### config.mk
export PLATFORM = sky130hd
export DESIGN_NAME = axil_slave_regs
export DESIGN_NICKNAME = d
export VERILOG_FILES = /design/src/rtl/axil_slave_regs.sv
export SDC_FILE = /design/constraint.sdc
export NUM_CORES = 1
export LEC_CHECK = 0
export CAP_MARGIN = 5
export CORE_MARGIN = 4
export CORE_UTILIZATION = 49
export DETAILED_ROUTE_END_ITERATION = 8
export PLACE_DENSITY = 0.71
export RECOVER_POWER = 25
export SLEW_MARGIN = 25
export SYNTH_ARGS = -nofsm -noshare
export SYNTH_HDL_FRONTEND = slang
export SYNTH_SLANG_ARGS = --single-unit
### constraint.sdc
create_clock -name s_axi_aclk -period 20.7 [get_ports s_axi_aclk]
set_input_delay 4.14 -clock s_axi_aclk [delete_from_list [all_inputs] [get_ports s_axi_aclk]]
set_output_delay 4.14 -clock s_axi_aclk [all_outputs]
set_load 0.1 [all_outputs]
### src/rtl/axil_slave_regs.sv
// -----------------------------------------------------------------------------
// axil_slave_regs
//
// AXI4-Lite register bank: NUM_REGS word-wide read/write registers behind a
// single AXI4-Lite responder port. Write address and write data are accepted
// independently, in either order. The write commits on the edge where the
// second of the two is captured. Reads return registered data one cycle after
// the AR handshake. Accesses to a word index >= NUM_REGS are answered with
// SLVERR: such writes change nothing, and such reads return zero.
//
// Optional feature (compile-time macro AXIL_SLAVE_ID_REG_EN):
//   When defined, word index 0 is a read-only ID register that always returns
//   ID_VALUE with OKAY. Writes to index 0 are discarded and answered with
//   SLVERR. When undefined, index 0 is an ordinary register and ID_VALUE is
//   unused.
//
// Parameters:
//   DATA_WIDTH  data bus width (must be 32)
//   ADDR_WIDTH  byte address width
//   RESP_WIDTH  response field width (OKAY=0, SLVERR=2, zero-extended)
//   NUM_REGS    number of word registers, 2 .. 2**(ADDR_WIDTH-2)
//   ID_VALUE    constant returned by the optional ID register
//
// Ports:
//   s_axi_aclk      in   clock, rising edge
//   s_axi_areset    in   asynchronous, active-high reset
//   s_axi_aw*       write address channel (awaddr, awvalid / awready)
//   s_axi_w*        write data channel    (wdata, wstrb, wvalid / wready)
//   s_axi_b*        write response        (bresp, bvalid / bready)
//   s_axi_ar*       read address channel  (araddr, arvalid / arready)
//   s_axi_r*        read data channel     (rdata, rresp, rvalid / rready)
// -----------------------------------------------------------------------------
module axil_slave_regs #(
  parameter int          DATA_WIDTH = 32,
  parameter int          ADDR_WIDTH = 8,
  parameter int          RESP_WIDTH = 3,
  parameter int          NUM_REGS   = 16,
  parameter logic [31:0] ID_VALUE   = 32'hA5A5_0001
) (
  input  logic                    s_axi_aclk,
  input  logic                    s_axi_areset,
  // write address
  input  logic [ADDR_WIDTH-1:0]   s_axi_awaddr,
  input  logic                    s_axi_awvalid,
  output logic                    s_axi_awready,
  // write data
  input  logic [DATA_WIDTH-1:0]   s_axi_wdata,
  input  logic [DATA_WIDTH/8-1:0] s_axi_wstrb,
  input  logic                    s_axi_wvalid,
  output logic                    s_axi_wready,
  // write response
  output logic [RESP_WIDTH-1:0]   s_axi_bresp,
  output logic                    s_axi_bvalid,
  input  logic                    s_axi_bready,
  // read address
  input  logic [ADDR_WIDTH-1:0]   s_axi_araddr,
  input  logic                    s_axi_arvalid,
  output logic                    s_axi_arready,
  // read data
  output logic [DATA_WIDTH-1:0]   s_axi_rdata,
  output logic [RESP_WIDTH-1:0]   s_axi_rresp,
  output logic                    s_axi_rvalid,
  input  logic                    s_axi_rready
);

  localparam int IDX_WIDTH  = ADDR_WIDTH - 2;
  localparam int SEL_WIDTH  = (NUM_REGS > 1) ? $clog2(NUM_REGS) : 1;
  localparam int STRB_WIDTH = DATA_WIDTH / 8;

  localparam logic [RESP_WIDTH-1:0] RESP_OKAY   = '0;
  localparam logic [RESP_WIDTH-1:0] RESP_SLVERR = RESP_WIDTH'(2);

  localparam logic [0:0] W_IDLE = 1'b0;
  localparam logic [0:0] W_RESP = 1'b1;
  localparam logic [0:0] R_IDLE = 1'b0;
  localparam logic [0:0] R_DATA = 1'b1;

  // ---------------------------------------------------------------------------
  // Address decode helpers
  // ---------------------------------------------------------------------------
  function automatic logic idx_in_range(input logic [IDX_WIDTH-1:0] idx);
    return int'(idx) < NUM_REGS;
  endfunction

  // A write is accepted only for in-range indices that are not read-only.
  function automatic logic idx_writable(input logic [IDX_WIDTH-1:0] idx);
`ifdef AXIL_SLAVE_ID_REG_EN
    return idx_in_range(idx) && (idx != '0);
`else
    return idx_in_range(idx);
`endif
  endfunction

  // ---------------------------------------------------------------------------
  // Register storage
  // ---------------------------------------------------------------------------
  logic [DATA_WIDTH-1:0] regs [NUM_REGS];

  // ---------------------------------------------------------------------------
  // Write channel
  // ---------------------------------------------------------------------------
  logic [0:0]            w_state;
  logic                  aw_have;    // address captured, waiting for data
  logic                  w_have;     // data captured, waiting for address
  logic [IDX_WIDTH-1:0]  aw_idx_q;
  logic [DATA_WIDTH-1:0] w_data_q;
  logic [STRB_WIDTH-1:0] w_strb_q;

  logic                  aw_hs;
  logic                  w_hs;
  logic                  wr_commit;
  logic [IDX_WIDTH-1:0]  wr_idx;
  logic [SEL_WIDTH-1:0]  wr_sel;
  logic [DATA_WIDTH-1:0] wr_data;
  logic [STRB_WIDTH-1:0] wr_strb;
  logic                  wr_ok;

  assign aw_hs = s_axi_awvalid & s_axi_awready;
  assign w_hs  = s_axi_wvalid  & s_axi_wready;

  // The write completes on the edge where the later of AW/W arrives; each
  // side is taken either from this cycle's handshake or from its latch.
  // Both readies are 0 outside W_IDLE, so no commit can occur there.
  assign wr_commit = (aw_hs | aw_have) & (w_hs | w_have);
  assign wr_idx    = aw_hs ? s_axi_awaddr[ADDR_WIDTH-1:2] : aw_idx_q;
  assign wr_data   = w_hs  ? s_axi_wdata : w_data_q;
  assign wr_strb   = w_hs  ? s_axi_wstrb : w_strb_q;
  assign wr_sel    = wr_idx[SEL_WIDTH-1:0];
  assign wr_ok     = idx_writable(wr_idx);

  // NOTE: sequential state uses non-blocking assignments so every flop samples
  // the pre-edge values of the others, independent of statement order.
  always_ff @(posedge s_axi_aclk or posedge s_axi_areset) begin
    if (s_axi_areset) begin
      w_state       <= W_IDLE;
      s_axi_awready <= 1'b1;
      s_axi_wready  <= 1'b1;
      s_axi_bvalid  <= 1'b0;
      s_axi_bresp   <= RESP_OKAY;
      aw_have       <= 1'b0;
      w_have        <= 1'b0;
      aw_idx_q      <= '0;
      w_data_q      <= '0;
      w_strb_q      <= '0;
    end else begin
      case (w_state)
        W_IDLE: begin
          if (wr_commit) begin
            s_axi_awready <= 1'b0;
            s_axi_wready  <= 1'b0;
            aw_have       <= 1'b0;
            w_have        <= 1'b0;
            s_axi_bvalid  <= 1'b1;
            s_axi_bresp   <= wr_ok ? RESP_OKAY : RESP_SLVERR;
            w_state       <= W_RESP;
          end else begin
            if (aw_hs) begin
              aw_have       <= 1'b1;
              s_axi_awready <= 1'b0;
              aw_idx_q      <= s_axi_awaddr[ADDR_WIDTH-1:2];
            end
            if (w_hs) begin
              w_have       <= 1'b1;
              s_axi_wready <= 1'b0;
              w_data_q     <= s_axi_wdata;
              w_strb_q     <= s_axi_wstrb;
            end
          end
        end
        W_RESP: begin
          if (s_axi_bready) begin
            s_axi_bvalid  <= 1'b0;
            s_axi_awready <= 1'b1;
            s_axi_wready  <= 1'b1;
            w_state       <= W_IDLE;
          end
        end
        default: w_state <= W_IDLE;
      endcase
    end
  end

  // NOTE: the register array is reset explicitly because its contents are
  // architecturally visible after reset, so it cannot map onto reset-less RAM.
  always_ff @(posedge s_axi_aclk or posedge s_axi_areset) begin
    if (s_axi_areset) begin
      for (int i = 0; i < NUM_REGS; i++) begin
        regs[i] <= '0;
      end
    end else if (wr_commit && wr_ok) begin
      for (int b = 0; b < STRB_WIDTH; b++) begin
        if (wr_strb[b]) begin
          regs[wr_sel][8*b +: 8] <= wr_data[8*b +: 8];
        end
      end
    end
  end

  // ---------------------------------------------------------------------------
  // Read channel
  // ---------------------------------------------------------------------------
  logic [0:0]            r_state;
  logic                  ar_hs;
  logic [IDX_WIDTH-1:0]  rd_idx;
  logic [SEL_WIDTH-1:0]  rd_sel;
  logic [DATA_WIDTH-1:0] rd_value;
  logic [RESP_WIDTH-1:0] rd_resp;

  assign ar_hs  = s_axi_arvalid & s_axi_arready;
  assign rd_idx = s_axi_araddr[ADDR_WIDTH-1:2];
  assign rd_sel = rd_idx[SEL_WIDTH-1:0];

  // Reads sample the array before any same-edge write lands, so a colliding
  // read returns the pre-write value.
  // NOTE: every always_comb output gets a default first so no path leaves it
  // unassigned, which would infer a latch.
  always_comb begin
    rd_value = '0;
    rd_resp  = RESP_SLVERR;
    if (idx_in_range(rd_idx)) begin
      rd_resp  = RESP_OKAY;
      rd_value = regs[rd_sel];
`ifdef AXIL_SLAVE_ID_REG_EN
      if (rd_idx == '0) begin
        rd_value = ID_VALUE;
      end
`endif
    end
  end

  always_ff @(posedge s_axi_aclk or posedge s_axi_areset) begin
    if (s_axi_areset) begin
      r_state       <= R_IDLE;
      s_axi_arready <= 1'b1;
      s_axi_rvalid  <= 1'b0;
      s_axi_rdata   <= '0;
      s_axi_rresp   <= RESP_OKAY;
    end else begin
      case (r_state)
        R_IDLE: begin
          if (ar_hs) begin
            s_axi_rdata   <= rd_value;
            s_axi_rresp   <= rd_resp;
            s_axi_rvalid  <= 1'b1;
            s_axi_arready <= 1'b0;
            r_state       <= R_DATA;
          end
        end
        R_DATA: begin
          if (s_axi_rready) begin
            s_axi_rvalid  <= 1'b0;
            s_axi_arready <= 1'b1;
            r_state       <= R_IDLE;
          end
        end
        default: r_state <= R_IDLE;
      endcase
    end
  end

  // Byte-offset address bits carry no meaning for word registers.
  logic unused_addr_bits;
  assign unused_addr_bits = ^{s_axi_awaddr[1:0], s_axi_araddr[1:0]};

`ifndef AXIL_SLAVE_ID_REG_EN
  logic unused_id_value;
  assign unused_id_value = ^ID_VALUE;
`endif

endmodule

==> metrics.txt, run 1 <==
dpl cells=approximately 2,500; worst-path cell chain=dlygate4sd3_1, clkinvlp_2, clkbuf_1, clkbuf_1, buf_4; met2 Track Usage GR=0.338; met1 usage=0.289; Detail Placement HPWL=37,300 um; Die H=~250 um; met3 Use GR=0.0290; slew margin rel.=-1.64; VDD IR max=roughly 0.083 mV; Hold-fix buffers, CTS=0; Yosys reg bits=597; R2R Setup Slk=15.74 ns; share of post-route cells with drive strength above 1=0.459; status=complete, but fails checks; Detail Route Antenna Nets=0; most used routing layer=met2; CTS sink cnt=a little under 600; Num CTS Buffers=60; via/cell ratio=5.85; crit end category=asynchronous set/reset pin; Die X=roughly 250 um; H-tree levels=2; startpoint types=input port; initial antenna violation count=0; CP max stage delay=a little under 3 ns; root buffer selected by CTS=clkbuf_16; worst setup margin=between 8 and 9 ns; TritonCTS clock tree=built; area added between synthesis and finish=12.7%; Initial Utilization=0.496; Setup Fix Bufs, Post-CTS=0; post-synthesis sequential area ratio=0.532; CP dominant cell by count=clkbuf_1; CP Class=input port to asynchronous set/reset pin; vias in the first global route=around 17,000; fin. max-slew vios=~430; post-synthesis mux area share=0.349; syn avg cell area=roughly 16 sq um; nets@finish=around 1,900; std cell rows=87; deepest clock path buffer count=3; Leakage=approximately 15 nW; Synth area leader=dfrtp_1; first-pass GRT wire length=98,700 um; area share of and/or/nand/nor cells after synthesis=0.0612; clk_skew=between 0.02 and 0.03 ns; clk slew on worst S/H paths=approximately 0.060 ns; post-cts sizing count=0; Post-Synth XOR/XNOR Area=0; gr usage total=0.205; crit share post-route=0.569; router iterations before antenna repair=5; I/O pins=102; Overall Power=roughly 2.6 mW; final setup fails=0; asr flop ratio synth=1.00; Max FO, Critical Path=78; vias=15,494; Overflow after GRT=0; largest net degree at the start of global routing=a little under 90; f_max=about 85 MHz; final-layout fill cell count=about 4,600; most frequent cells in the layout=dfrtp_1 (594), mux2_2 (555), mux4_2 (96); WL per Instance=23.1 um; Mapped Area=around 0.028 sq mm; Synth cell types=47; Synth Warn #=0; core area=approximately 0.057 sq mm; Hold Path Class=register to register; ys flop type=dfrtp_1; EDFF count, synth=0; setup tns final=0 ns; Total Wirelength=slightly above 60,000 um; 1st-iter DRT viols=852; post-synthesis adder-cell area fraction=0; IO Port Bufs=between 90 and 100; Residual DRC=0; compound-cell area share of the yosys netlist=0.0359; Synth top area share=0.529; final RePlAce weighted congestion=0.736; pre-CTS setup slack=between 10 and 15 ns; Worst Tran Pin Value=just under 4 ns; RSZ-0062 raised after global routing=no; Max Cap Viol=9; failing checks=capacitance limit, slew limit; total die area=slightly above 0.06 sq mm; Post-Syn Instances=about 1,800; commonest non-fill, non-tap cell in the layout=dfrtp_1; clock period minus worst slack=11.77 ns; Clk Latency, worst-skew pair=0.63 ns; Cell Pwr Density=a little over 80 mW/mm^2; crit path max-delay cell type=clkbuf_1; Fin. Hold Viols=0; largest family of logic cells by synthesized area=multiplexers; WP data arrival=12.43 ns; Worst EP required=21.36 ns; Final Instance Count excl. Fillers=around 2,600; Synth area leaders=dfrtp_1 (53%), mux2_2 (24%), mux4_2 (7.7%), nor4_4 (4.6%), mux2i_1 (2.3%); Ant. Diodes=0
worst max-delay path: cells and delay by family:
kind,cells,cell delay (ns)
buf+inv,5,8.14
sequential cells by signal, indices dropped and copies added, names as in the netlist, 4 cells and up:
name / count
aw_idx_q: 6
regs: 512
s_axi_rdata: 32
w_data_q: 32
w_strb_q: 4
synth_stat cells, types with 3 or more instances:
cell,count
and4b_1,4
a31oi_4,4
buf_6,5
dfstp_2,3
buf_1,8
mux2_1,17
clkbuf_1,71
a22oi_1,59
mux2_2,587
buf_4,16
nor2_1,8
buf_2,22
o21ai_0,9
mux2i_1,65
nor4_4,61
mux2_4,8
and4bb_2,3
o211ai_1,33
nand2_1,44
nand3_1,6
a21oi_1,5
mux2i_4,3
dfrtp_1,594
a31oi_2,4
mux4_2,96
inv_1,9
logic make-up (layout without fill, tap and decap cells):
family / after synthesis / count (layout)
AOI/OAI and AO/OA: 127 / 127
buffers and inverters: 131 / 246
DFF: 597 / 597
muxes: 776 / 776
other: 1 / 4
and+or+nand+nor: 141 / 141
per-stage QoR:
step           utilization  hold WS (ns)  area, sq um
2_1_floorplan            -         0.453        28100
3_3_place_gp         0.525         0.463        29700
3_5_place_dp         0.525         0.478        29700
4_1_cts              0.560         0.491        31700
5_1_grt              0.559         0.508        31700
6_report             0.559         0.489        31700
metal layers:
| layer | part of all wire | up-vias | wire length, um |
|---|---|---|---|
| met3 | 0.037 | 84 | 2240 |
| met2 | 0.49 | 246 | 30100 |
| met4 | 0.022 | 0 | 1370 |
| li1 | - | 6841 | - |
| met1 | 0.45 | 8323 | 27500 |
| met5 | 0 | - | 0 |
worst paths after layout:
path / depth (start not counted) / endpoint / start
worst max-delay path: 5 / regs[175] / s_axi_areset
worst min-delay path: 1 / regs[396] / regs[396]
worst max register to register: 5 / regs[509] / s_axi_wready
worst min register to register: 1 / regs[396] / regs[396]
max in group s_axi_aclk: 6 / regs[509] / s_axi_wvalid
min in group asynchronous: 2 / regs[485] / s_axi_areset
final cells by class:
type / count / area (sq um) / share of cell area
clock inverter: 18 / 179 / 0.00565
inverter: 9 / 35.0 / 0.00111
timing repair buffer: 126 / 1160 / 0.0367
multi-input combinational: 1048 / 12600 / 0.398
tap: 756 / 946 / 0.0299
clock buffer: 93 / 1790 / 0.0564
sequential: 597 / 14900 / 0.472
power breakdown:
group | switching (mW) | internal, mW
Sequential | 0.0174 | 1.19
Combinational | 0.239 | 0.0718
Clock | 0.451 | 0.629
Power figures use the tool's default switching activity.
==> run 2, diff against run 1 <==
PLACE_DENSITY = 0.68   (was 0.71)
clock period = 10.9 ns   (was 20.7 ns; I/O delays follow)
==> run 2 against run 1 <==
  * The run still ends with capacitance limit, slew limit left
  * Register-to-register slack got worse by 9.1 ns
  * Worst setup slack got worse by 4.1 ns
  * First-iteration DRC count rose by 8.2%
  * Non-clock buffer count decreased by 3
  * Final cell count about the same
  * Largest cell class unchanged
==> metrics.txt, run 2 (synthesis results as in run 1) <==
status=complete, but fails checks; failing checks=capacitance limit, slew limit; Worst Reg-to-Reg Cells=5 (unchanged); startpoint types=input port; Worst Tran Pin Value=4.08 ns (+0.122 ns); total die area=0.0612 sq mm (unchanged); crit end category=asynchronous set/reset pin; fin. max-slew vios=237 (-45%); final RePlAce weighted congestion=0.753 (+2.4%); RSZ-0062 raised after global routing=no; largest net degree at the start of global routing=191 (+120%); Leakage=15.2 nW (+0.82%); sw frac=0.265 (-0.00740); 1st-iter DRT viols=922 (+8.2%); f_max=around 170 MHz; Num CTS Buffers=66 (+10%); Cell Pwr Density=161 mW/mm^2 (+96%); core area=0.0566 sq mm (unchanged); R2R Setup Slk=6.63 ns (-9.11 ns); Fin. Hold Viols=0 (unchanged); largest reg by FF count=regs; IO Port Bufs=93 (unchanged); most frequent cells in the layout=dfrtp_1 (594), mux2_2 (587), mux4_2 (96); Detail Placement HPWL=37,300 um (about the same); Ant. Diodes=0 (unchanged); Detail Route Antenna Nets=0 (unchanged); WL per Instance=23.2 um (+0.26%); clock period minus worst slack=just over 6 ns; Max Cap Viol=3 (-6); first-pass GRT wire length=98,700 um (about the same); vias=15,452 (-0.27%); Max FO, Critical Path=160 (+110%); critical path endpoint=regs[499]; initial antenna violation count=0 (unchanged); gr usage total=0.206 (+0.000897); dpl cells=2,531 (-0.20%); commonest non-fill, non-tap cell in the layout=dfrtp_1; TritonCTS clock tree=built; Setup Fix Bufs, Post-CTS=0 (unchanged); WP data arrival=5.79 ns (-6.64 ns); CTS sink cnt=597 (unchanged); std cell rows=87 (unchanged); NetSw=1.36 mW (+93%); via/cell ratio=5.84 (-0.31%); deepest clock path buffer count=3 (unchanged); area added between synthesis and finish=13.9%; Worst R2R Start=s_axi_wready; Critical Path Start=s_axi_areset; Clk Latency, worst-skew pair=0.59 ns (-0.04 ns); post-cts sizing count=0 (unchanged); I/O pins=102 (unchanged); clk_skew=0.0233 ns (-0.00268 ns); nets@finish=1,904 (+0.16%); slew margin rel.=-1.72 (-0.0811); final setup fails=0 (unchanged); capturing point of the worst reg2reg path=regs[438]; root buffer selected by CTS=clkbuf_16; Die X=247 um (unchanged); VDD IR max=0.133 mV (+60%); register share of total power=0.445 (-0.020); Initial Utilization=0.496 (unchanged); CP Class=input port to asynchronous set/reset pin; H-tree levels=3 (+1); Logic pwr share=0.115 (-0.005); setup tns final=0 ns (unchanged); Hold-fix buffers, CTS=0 (unchanged); Overflow after GRT=0 (unchanged); Die H=247 um (unchanged); Final Instance Count excl. Fillers=2,648 (+0.038%); Overall Power=5.16 mW (+99%); max reg flops=512 (unchanged); Clock Power Share=0.440 (+0.024); Regs by FF count=regs x512, s_axi_rdata x32, w_data_q x32; Worst EP required=10.64 ns (-10.72 ns); Residual DRC=0 (unchanged); clk slew on worst S/H paths=0.06 ns (about the same); Internal Power=3.79 mW (+100%); router iterations before antenna repair=5 (unchanged); share of post-route cells with drive strength above 1=0.479 (+0.0204); vias in the first global route=16,896 (+0.64%); final-layout fill cell count=4,478 (-1.7%); Total Wirelength=61,400 um (+0.30%); crit share post-route=0.555; Hold Path Class=register to register
==> run 2: how the worst min path moves through the flow <==
stage,from,to,slack (ns),cells after the start
floorplan,regs[392],regs[392],0.45,1
global placement,regs[392],regs[392],0.46,1
detailed placement,regs[392],regs[392],0.47,1
CTS,regs[392],regs[392],0.49,1
global route,regs[397],regs[397],0.50,1
finish,regs[397],regs[397],0.49,1
==> run 2: metal layers <==
layer / up-vias / global-route usage / wire [um]
met5: - / 0 / 0
met4: 0 / 0.0471 / 1230
met3: 79 / 0.0350 / 2070
met2: 224 / 0.348 / 30500
met1: 8290 / 0.283 / 27600
li1: 6859 / - / -
==> run 2: worst max-delay path: stages <==
cell and delay, ns:
dlygate4sd3_1 0.57, clkinvlp_4 0.07, clkbuf_2 2.67
==> run 2: final cells by class <==
class | count | area, sq um | area share
sequential | 597 | 14900 | 0.467
multi-input combinational | 1048 | 12600 | 0.394
clock buffer | 109 | 2120 | 0.0663
timing repair buffer | 123 | 1220 | 0.0380
tap | 756 | 946 | 0.0296
clock inverter | 6 | 109 | 0.00340
inverter | 9 | 37.5 | 0.00117
==> run 2: power by group through the flow <==
stage | combinational (mW) | sequential (mW) | clock [mW]
floorplan | 0.146 | 2.62 | 0
global placement | 0.596 | 2.33 | 0
detailed placement | 0.600 | 2.33 | 0
CTS | 0.601 | 2.29 | 2.32
global route | 0.624 | 2.30 | 2.41
finish | 0.593 | 2.29 | 2.27
==> run 2: through the flow <==
| stage | instance area (sq um) | setup slack (ns) | hold slack (ns) | util |
|---|---|---|---|---|
| 6_report | 32000 | 4.85 | 0.486 | 0.565 |
| 5_1_grt | 32000 | 4.01 | 0.497 | 0.565 |
| 4_1_cts | 32000 | 5.86 | 0.487 | 0.565 |
| 3_5_place_dp | 29700 | 5.22 | 0.474 | 0.525 |
| 3_3_place_gp | 29700 | 5.31 | 0.463 | 0.525 |
| 2_1_floorplan | 28100 | 0.581 | 0.453 | - |
==> run 3, diff against run 2 <==
PLACE_DENSITY = 0.71   (was 0.68)
clock period = 5.3 ns   (was 10.9 ns; I/O delays follow)
==> run 3 against run 2 <==
  * The flow still finishes with violations (capacitance limit, slew limit)
  * Sequential share of layout area up 0.17 points
  * Worst setup slack lost 3.8 ns
  * Hold slack got worse by 0.0023 ns
  * Critical path type is now input port to register
  * Critical endpoint is now s_axi_rdata[17]
  * Largest cell class unchanged
==> metrics.txt, run 3 (synthesis results as in run 1) <==
Ant. Diodes=0 (unchanged); Max Cap Viol=5 (+2); dpl cells=2,534 (+0.12%); post-cts sizing count=0 (unchanged); initial antenna violation count=0 (unchanged); vias in the first global route=17,211 (+1.9%); Residual DRC=0 (unchanged); clk slew on worst S/H paths=0.06 ns (about the same); Worst R2R Start=r_state; largest net degree at the start of global routing=151 (-21%); f_max=around 240 MHz; fin. max-slew vios=503 (+110%); status=complete, but fails checks; hold_sp=regs[396]; router iterations before antenna repair=4 (-1); WL per Instance=23.8 um (+2.8%); Total Wirelength=63,100 um (+2.8%); Overflow after GRT=0 (unchanged); via/cell ratio=5.96 (+2.2%); DP Area=0.0298 sq mm (+0.23%); gr usage total=0.211 (+0.00511); register share of total power=0.452 (+0.007); Internal Power=7.63 mW (+100%); Max FO, Critical Path=38 (-76%); Initial Utilization=0.496 (unchanged); std cell rows=87 (unchanged); Hold Path Class=register to register; Critical Path Start=s_axi_arvalid; root buffer selected by CTS=clkbuf_16; Clk Latency, worst-skew pair=0.59 ns (about the same); final RePlAce weighted congestion=0.730 (-3.0%); 1st-iter DRT viols=961 (+4.2%); Worst EP required=5.75 ns (-4.89 ns); final-layout fill cell count=4,465 (-0.29%); capturing point of the worst reg2reg path=s_axi_rdata[17]; fin area=0.0319 sq mm (-0.37%); nets@finish=1,905 (+0.053%); deepest clock path buffer count=3 (unchanged); Worst Reg-to-Reg Cells=6 (+1); WP data arrival=4.68 ns (-1.11 ns); Die X=247 um (unchanged); Worst Tran Pin Value=2.83 ns (-1.25 ns); clock period minus worst slack=between 4 and 5 ns; largest reg by FF count=regs; Num CTS Buffers=66 (unchanged); final core occ=0.563 (-0.00208); Final Instance Count excl. Fillers=2,649 (+0.038%); Hold WS=0.484 ns (-0.00230 ns); slew margin rel.=-0.885 (+0.835); VDD IR max=0.296 mV (+120%); R2R Setup Slk=1.70 ns (-4.93 ns); Clock Power Share=0.431 (-0.009); worst setup margin=1.07 ns (-3.77 ns); Detail Route Antenna Nets=0 (unchanged); max reg flops=512 (unchanged); total die area=0.0612 sq mm (unchanged); Regs by FF count=regs x512, s_axi_rdata x32, w_data_q x32; failing checks=capacitance limit, slew limit; I/O pins=102 (unchanged); IO Port Bufs=93 (unchanged); Leakage=15.2 nW (-0.29%); TritonCTS clock tree=built; critical path endpoint=s_axi_rdata[17]; Hold-fix buffers, CTS=0 (unchanged); Cell Pwr Density=327 mW/mm^2 (+100%); Logic pwr share=0.117 (+0.002); CTS sink cnt=597 (unchanged); Detail Placement HPWL=38,000 um (+1.9%); NetSw=2.79 mW (+100%); H-tree levels=3 (unchanged); Fin. Hold Viols=0 (unchanged); core area=0.0566 sq mm (unchanged); vias=15,791 (+2.2%); clk_skew=0.0112 ns (-0.0121 ns); final setup fails=0 (unchanged); first-pass GRT wire length=101,000 um (+2.2%); startpoint types=input port; pre-CTS setup slack=1.05 ns (-4.17 ns); CP Class=input port to register; share of post-route cells with drive strength above 1=0.478 (-0.00184); Die H=247 um (unchanged); Setup Fix Bufs, Post-CTS=0 (unchanged); crit end category=register; commonest non-fill, non-tap cell in the layout=dfrtp_1; RSZ-0062 raised after global routing=no; area added between synthesis and finish=13.4%; most frequent cells in the layout=dfrtp_1 (594), mux2_2 (587), mux4_2 (96); sw frac=0.268 (+0.00338); crit share post-route=0.798
==> run 3: worst min path at each step <==
stage | to | slack (ns) | cells past startpoint
final | regs[396] | 0.48 | 1
after global routing | regs[398] | 0.49 | 1
after CTS | regs[393] | 0.49 | 1
after detailed placement | regs[398] | 0.47 | 1
after global placement | regs[397] | 0.46 | 1
after floorplan | regs[392] | 0.45 | 1
==> run 3: worst max-delay path: stages <==
cell,delay [ns]
dlygate4sd3_1,0.55
nand3b_1,0.09
clkbuf_1,1.99
nor4b_2,0.13
buf_4,0.42
o211ai_1,0.28
nand3_1,0.12
==> run 3: final cells by class <==
class / count / area [sq um] / area share
clock inverter: 10 / 108 / 0.00338
inverter: 9 / 35.0 / 0.00110
sequential: 597 / 14900 / 0.469
tap: 756 / 946 / 0.0297
clock buffer: 105 / 2010 / 0.0632
multi-input combinational: 1048 / 12600 / 0.396
timing repair buffer: 124 / 1210 / 0.0379
==> run 3: metrics by stage <==
stage	total power [mW]	TNS, ns
3_3_place_gp	6.03	0
2_1_floorplan	5.68	-2320.72
5_1_grt	10.8	0
3_5_place_dp	6.04	0
6_report	10.4	0
4_1_cts	10.5	0
==> run 3: routing by layer <==
layer	GRT usage	vias up	wire (um)
met5	0	-	0
met1	0.289	8559	28200
li1	-	6864	-
met4	0.0562	0	1520
met3	0.0321	98	2000
met2	0.356	270	31400
==> run 3: power groups by stage <==
stage | clock (mW) | combinational, mW | sequential, mW
CTS | 4.58 | 1.25 | 4.71
detailed placement | 0 | 1.24 | 4.79
global placement | 0 | 1.24 | 4.79
floorplan | 0 | 0.300 | 5.38
global route | 4.76 | 1.28 | 4.72
finish | 4.49 | 1.22 | 4.71
